`src/rtl/count_watch.sv`:
```
// Watches an accumulating counter for reaching or stepping over a threshold (wrap-aware).
// Latency: a count presented before edge N+1 is reflected in hit/flag/hits after edge N+1; no backpressure.
module count_watch #(
  parameter int WIDTH      = 8,
  parameter int HITS_W     = 4,
  parameter int AUTO_REARM = 0
) (
  input  logic              ck,
  input  logic              clr,
  input  logic [WIDTH-1:0]  count,
  input  logic [WIDTH-1:0]  cmp,
  input  logic              arm,
  input  logic              ack,
  output logic              hit,
  output logic              flag,
  output logic              wrap,
  output logic [HITS_W-1:0] hits,
  output logic              busy
);

  localparam logic [1:0] IDLE    = 2'd0;
  localparam logic [1:0] ARMED   = 2'd1;
  localparam logic [1:0] PENDING = 2'd2;

  logic [1:0]       state;
  logic [1:0]       state_nxt;
  logic [WIDTH-1:0] prev;
  logic             pv;
  logic             wr;
  logic             xing;
  logic             fire;

  always_comb begin
    wr   = pv & (count < prev);
    // On a wrap the travelled range is (prev, max] plus [0, count].
    if (wr) begin
      xing = (prev < cmp) | (cmp <= count);
    end else begin
      xing = pv & (prev < cmp) & (cmp <= count);
    end
    fire = (state == ARMED) & arm & xing;

    state_nxt = state;
    case (state)
      IDLE: begin
        if (arm) state_nxt = ARMED;
      end
      ARMED: begin
        if (!arm) begin
          state_nxt = IDLE;
        end else if (fire) begin
          state_nxt = (AUTO_REARM != 0) ? ARMED : PENDING;
        end
      end
      PENDING: begin
        if (ack) state_nxt = arm ? ARMED : IDLE;
      end
      default: state_nxt = IDLE;
    endcase
  end

  always_ff @(posedge ck) begin
    if (clr) begin
      state <= IDLE;
      prev  <= '0;
      pv    <= 1'b0;
      hit   <= 1'b0;
      flag  <= 1'b0;
      wrap  <= 1'b0;
      hits  <= '0;
      busy  <= 1'b0;
    end else begin
      state <= state_nxt;
      prev  <= count;
      // Invalidate history on arming so a count already past cmp cannot hit.
      pv    <= !((state == IDLE) && arm);
      hit   <= fire;
      if (fire) begin
        flag <= 1'b1;
      end else if (ack) begin
        flag <= 1'b0;
      end
      if (wr) begin
        wrap <= 1'b1;
      end else if (ack) begin
        wrap <= 1'b0;
      end
      if (fire && (hits != '1)) begin
        hits <= hits + 1'b1;
      end
      busy  <= (state_nxt != IDLE);
    end
  end

endmodule

```
`config.mk`:
```
export PLATFORM = sky130hd
export DESIGN_NAME = count_watch
export DESIGN_NICKNAME = d
export VERILOG_FILES = /design/src/rtl/count_watch.sv
export SDC_FILE = /design/constraint.sdc
export NUM_CORES = 1
export LEC_CHECK = 0
export ABC_AREA = 1
export CAP_MARGIN = 25
export CORE_UTILIZATION = 50
export CTS_CLUSTER_DIAMETER = 120
export CTS_CLUSTER_SIZE = 30
export DETAILED_ROUTE_END_ITERATION = 8
export PLACE_DENSITY = 0.83
export SLEW_MARGIN = 20
export SYNTH_ARGS = -nofsm -noshare
export SYNTH_HDL_FRONTEND = slang
export SYNTH_SLANG_ARGS = --single-unit
```
`constraint.sdc`:
```
create_clock -name ck -period 1.9 [get_ports ck]
set_input_delay 0.285 -clock ck [delete_from_list [all_inputs] [get_ports ck]]
set_output_delay 0.285 -clock ck [all_outputs]
set_load 0.05 [all_outputs]
```
==> impl_metrics.tcl, run 1 <==
set metrics [dict create \
    run_status "finished clean" \
    fin_crit_ns 1.86 \
    place_hpwl_um 2320 \
    synthCells 177 \
    diodes 0 \
    grt_overflow 0 \
    crit_chain "clkdlybuf4s50_1" \
    ant_nets 0 \
    path_max_fanout 4 \
    p_leak_nw 1.00 \
    worstReg2RegEnd "hits[0]$_SDFFE_PP0P_" \
    fp.dieW_um 53.2 \
    grt_usage_pct 23.3 \
    period_share_pct 97.7 \
    holdBufCountCts 0 \
    cts_tree "yes" \
    crit_buf_inv 1 \
    grt_max_degree 12 \
    wl_per_cell_um 12.5 \
    hold_path_depth 3 \
    cts.root.buffer_cell "clkbuf_4" \
    drive_above_1_share_pct 25.2 \
    area_delta_synth_final_pct 43.0 \
    drt-initial-drc-count 27 \
    start_util_pct 52.8 \
    worstSetupPathType "flop to primary output" \
    worst_pin_slew_ns 0.500 \
    boundaryPins 28 \
    powerDensity_nw_per_um2 502 \
    grt_pass1_wl_um 4740 \
    final_area_um2 1870 \
    worstSetupStartpointType "flop" \
    yosys_warnings 0 \
    end_kind "primary output" \
    rows 18 \
    synth_area_leaders "dfxtp_1, ha_1, inv_1" \
    die-area_um2 2830 \
    drt_pre_antenna_iters 4 \
    antenna_found_initial 0 \
    ir_worst_vdd_uv 472 \
    avgSynthCellArea_um2 7.39 \
    nNetsFinal 262 \
    setup_viol 0 \
    max_cap_violations 0 \
    portBuffers 27 \
    synth_largest_area_cell "dfxtp_1" \
    clockBufferDepth 2 \
    htree_levels 1 \
    max_stage_delay_ns 0.84 \
    synth-seq-area-share_pct 29.1 \
    place_congestion 0.802 \
    cts.sinks 19 \
    power.total_mw 0.940 \
    detailed_place.area_um2 1690 \
    grt_pass1_vias 1175 \
    clock_latency_ns 0.31 \
    worstHoldEndpoint "prev[3]$_SDFF_PP0_" \
    holdCritPathClass "primary input to flop" \
    maxSlewHeadroom_pct 66.6 \
    r2r_cells 12 \
    skew_ns 0.0132 \
    cp.required_ns 1.62 \
    die_y_um 53.2 \
    min_from "count[3]" \
    fmax_mhz 539 \
    cpMaxStageDelayCell "clkdlybuf4s50_1" \
    via_per_inst 5.08 \
    worstReg2RegStart "prev[1]$_SDFF_PP0_" \
    coreArea_um2 2480 \
    synth.distinct_cells 26 \
    arrival_ns 1.57 \
    synth_fp_nets 220 \
    layout_common_cells "inv_1, nand2_1, nor2_1" \
    vias 1260 \
    yosysTopAreaCellShare_pct 29.1 \
    clkSlewWorstSetupHoldPaths_ns 0.12 \
    finalSetupTns_ns 0 \
    crit_family "buffers and inverters" \
    slew_viol_final 0 \
    hold_viol 0 \
    syn-cell-area_um2 1310 \
    ys_ff_latch 19 \
    reg2reg_slack_ns 0.11 \
    cts_made_buffers 3 \
    wirelength_um 3090 \
    drc 0 \
]
==> worst register-to-register path: cells and delay by family (launching register included) <==
kind,cells,cell delay [ns]
fa+ha+maj,1,0.26
simple gates,7,0.66
compound gates,3,0.45
buf+inv,1,0.03
flops,1,0.35
==> state kept, by name (all words and copies together) (netlist names) <==
name   count
wrap       1
hit        1
hits       4
flag       1
busy       1
prev       8
pv         1
state      2
==> worst max path at each step <==
stage / from / end / slack (ns) / cells after the start
after floorplan: count[7] / busy$_SDFF_PP0_ / 0.34 / 14
after global placement: count[3] / hits[3]$_SDFFE_PP0P_ / -0.23 / 12
after detailed placement: count[7] / busy$_SDFF_PP0_ / -0.29 / 15
after CTS: count[7] / busy$_SDFF_PP0_ / 0.02 / 15
after global routing: cmp[0] / hits[2]$_SDFFE_PP0P_ / -0.02 / 16
final: hits[3]$_SDFFE_PP0P_ / hits[3] / 0.04 / 1
==> cell type report <==
cell class,instances,area (um2)
Clock inverter,1,5.00
Timing Repair Buffer,39,393
Multi-Input combinational cell,118,890
Inverter,38,143
Clock buffer,3,22.5
Fill cell,183,606
Sequential cell,19,382
Tap cell,30,37.5
==> synthesized netlist by cell type <==
library cell / number
nand2_4: 1
o21bai_1: 1
inv_1: 35
a21oi_1: 11
nand2_1: 34
nand3_4: 1
nor2_8: 1
nand2_2: 3
clkbuf_1: 1
nor2_1: 20
a21oi_2: 3
xor2_1: 1
a21o_1: 1
nand4_1: 5
clkinv_1: 1
buf_2: 1
xnor2_1: 1
a21boi_1: 1
nand3_1: 6
o21ai_2: 1
nor2_2: 2
o21a_1: 1
ha_1: 23
inv_2: 2
dfxtp_1: 19
nand3b_1: 1
==> per-layer routing <==
layer,global-route usage [%],up-vias,share of wire [%]
met5,0,-,0
met4,7.89,0,2.3
met3,3.16,11,3.3
met2,44.3,35,53
met1,25.8,574,41
li1,-,640,-
==> per-stage QoR <==
stage	std cells	hold WS [ns]	util (%)	worst slack, ns
after floorplan	177	0.381	-	0.345
after global placement	243	0.462	68.2	-0.228
after detailed placement	243	0.476	68.2	-0.290
after CTS	247	0.503	69.3	0.0218
after global routing	248	0.285	75.6	-0.0240
final	248	0.260	75.6	0.0440
==> kinds of logic after synthesis <==
| logic type | share of synthesized area [%] |
|---|---|
| adder cells (fa/ha/maj) | 22.0 |
| XOR/XNOR | 1.34 |
| AO/OA/AOI/OAI | 9.18 |
| buffers and inverters | 11.6 |
| AND/OR/NAND/NOR | 26.9 |
| flip-flops | 29.1 |
==> where the power goes <==
| part | leakage (nW) | internal, mW | switching, mW | total, mW |
|---|---|---|---|---|
| Sequential | 0.157 | 0.416 | 0.0109 | 0.427 |
| Combinational | 0.829 | 0.138 | 0.157 | 0.295 |
| Clock | 0.0177 | 0.0787 | 0.139 | 0.218 |
| Total | 1.00 | 0.633 | 0.307 | 0.940 |
==> repair_timing <==
| item | in CTS | in global routing |
|---|---|---|
| setup buffers | 0 | 1 |
| gates resized for setup | 0 | 39 |
| endpoints found under the setup margin | 0 | 7 |
No activity file was read; power rests on OpenSTA's default activity.
==> run 2: changes to the inputs <==
--- a/config.mk
+++ b/config.mk
@@ -7,11 +7,12 @@
 export LEC_CHECK = 0
 export ABC_AREA = 1
 export CAP_MARGIN = 25
-export CORE_UTILIZATION = 50
+export CORE_UTILIZATION = 53
 export CTS_CLUSTER_DIAMETER = 120
 export CTS_CLUSTER_SIZE = 30
 export DETAILED_ROUTE_END_ITERATION = 8
-export PLACE_DENSITY = 0.83
+export DONT_BUFFER_PORTS = 1
+export PLACE_DENSITY = 0.72
 export SLEW_MARGIN = 20
 export SYNTH_ARGS = -nofsm -noshare
 export SYNTH_HDL_FRONTEND = slang
==> run 2 against run 1 <==
  * First-iteration DRC count down 63%
  * Global-route usage down 3.0 points
  * Sequential share of layout area up 7.0 points
  * Largest cell class unchanged
  * Final cell count down 15%
  * Power down 13%
  * Via count down 17%
  * Register-to-register slack better by 0.099 ns
  * Die area down 5.5%
  * Critical endpoint is now hits[0]$_SDFFE_PP0P_
==> impl_metrics.tcl, run 2 (synthesis results as in run 1) <==
set metrics [dict create \
    run_status "finished clean" \
    wirelength_um 2310 \
    max_cap_violations 0 \
    max_flop_register "prev" \
    area_delta_synth_final_pct 6.31 \
    post_cts_buffers 0 \
    maxSlewHeadroom_pct 64.2 \
    setup_viol 0 \
    powerDensity_nw_per_um2 585 \
    layout_common_cells "inv_1, nand2_1, ha_1" \
    fin_util_pct 61.1 \
    slew_viol_final 0 \
    boundaryPins 28 \
    multi_input_area_um2 777 \
    rows 17 \
    post-place-ws_ns 0.220 \
    rsz0062_at_grt "false" \
    grt_pass1_vias 1035 \
    portBuffers 0 \
    r2r_cells 12 \
    vias 1052 \
    largestRegisters "prev: 8 flops, hits: 4 flops, state: 2 flops" \
    final_common_cell "inv_1" \
    cts.sinks 19 \
    coreArea_um2 2280 \
    place_congestion 0.789 \
    cts_tree "yes" \
    worstSetupPathType "flop to flop" \
    die-area_um2 2670 \
    drt-initial-drc-count 10 \
    grt_pass1_wl_um 3940 \
    seq_area_um2 380 \
    htree_levels 1 \
    grt_overflow 0 \
    hold_viol 0 \
    clkSlewWorstSetupHoldPaths_ns 0.11 \
    cts.root.buffer_cell "clkbuf_4" \
    place_hpwl_um 1970 \
    nNetsFinal 227 \
    fp.dieW_um 51.7 \
    clock_latency_ns 0.31 \
    ir_worst_vdd_uv 479 \
    arrival_ns 1.91 \
    drc 0 \
    grt_usage_pct 20.2 \
    start_util_pct 57.5 \
    drive_above_1_share_pct 11.5 \
    largest_reg_flops 8 \
    fmax_mhz 591 \
    diodes 0 \
    hold_path_depth 1 \
    end_kind "flop" \
    grt_max_degree 18 \
    nFillCells 218 \
    wl_per_cell_um 10.9 \
    holdBufCountCts 0 \
    worstSetupStartpointType "flop" \
    whs_ns 0.0359 \
    die_y_um 51.7 \
    drt_pre_antenna_iters 4 \
    worst_pin_slew_ns 0.536 \
    fin_ws_ns 0.209 \
    skew_ns 0.00728 \
    cp.required_ns 2.12 \
    power.total_mw 0.813 \
    cts_made_buffers 3 \
    path_max_fanout 6 \
    via_per_inst 4.99 \
    p_leak_nw 0.746 \
    period_share_pct 89.0 \
    fin_crit_ns 1.69 \
    finalSetupTns_ns 0 \
    ctsResizeCount 0 \
    ant_nets 0 \
    antenna_found_initial 0 \
    holdCritPathClass "primary input to flop" \
    clockBufferDepth 2 \
]
-- run 2: where the power goes --
part	switching (mW)	leakage, nW	internal [mW]	total, mW
logic	0.0975	0.574	0.0694	0.167
registers	0.0241	0.156	0.416	0.440
clock network	0.125	0.0150	0.0820	0.207
total	0.246	0.746	0.567	0.813
-- run 2: per-stage QoR --
step	area (um2)	std cells
after floorplan	1310	177
after global placement	1370	207
after detailed placement	1370	207
after CTS	1390	211
after global routing	1390	211
final	1390	211
-- run 2: cell type report --
class | count | area share, %
Multi-Input combinational cell | 118 | 55.8
Sequential cell | 19 | 27.3
Inverter | 38 | 10.3
Tap cell | 28 | 2.52
Timing Repair Buffer | 4 | 2.16
Clock buffer | 4 | 1.89
-- run 2: critical path, stage by stage (launching register included) --
cell	delay [ns]
dfxtp_1	0.34
inv_1	0.05
ha_1	0.28
nand2_1	0.10
inv_2	0.04
nand2_1	0.05
nand4_1	0.13
a21oi_2	0.17
nand2_2	0.09
nand2_4	0.10
nand3_4	0.09
nor2_1	0.11
nor2_1	0.05
-- run 2: layer usage --
| metal | track usage (%) | share of wire, % | up-vias |
|---|---|---|---|
| met5 | 0 | 0 | - |
| met4 | 6.76 | 1.4 | 0 |
| met3 | 7.02 | 5.7 | 5 |
| met2 | 35.3 | 46 | 24 |
| met1 | 22.8 | 47 | 452 |
| li1 | - | - | 571 |
-- run 2: final timing paths --
path	from	endpoint	slack (ns)
worst max-delay path	prev[7]$_SDFF_PP0_	hits[0]$_SDFFE_PP0P_	0.21
worst min-delay path	clr	prev[5]$_SDFF_PP0_	0.04
worst max register to register	prev[7]$_SDFF_PP0_	hits[0]$_SDFFE_PP0P_	0.21
worst min register to register	hits[1]$_SDFFE_PP0P_	hits[1]$_SDFFE_PP0P_	0.51
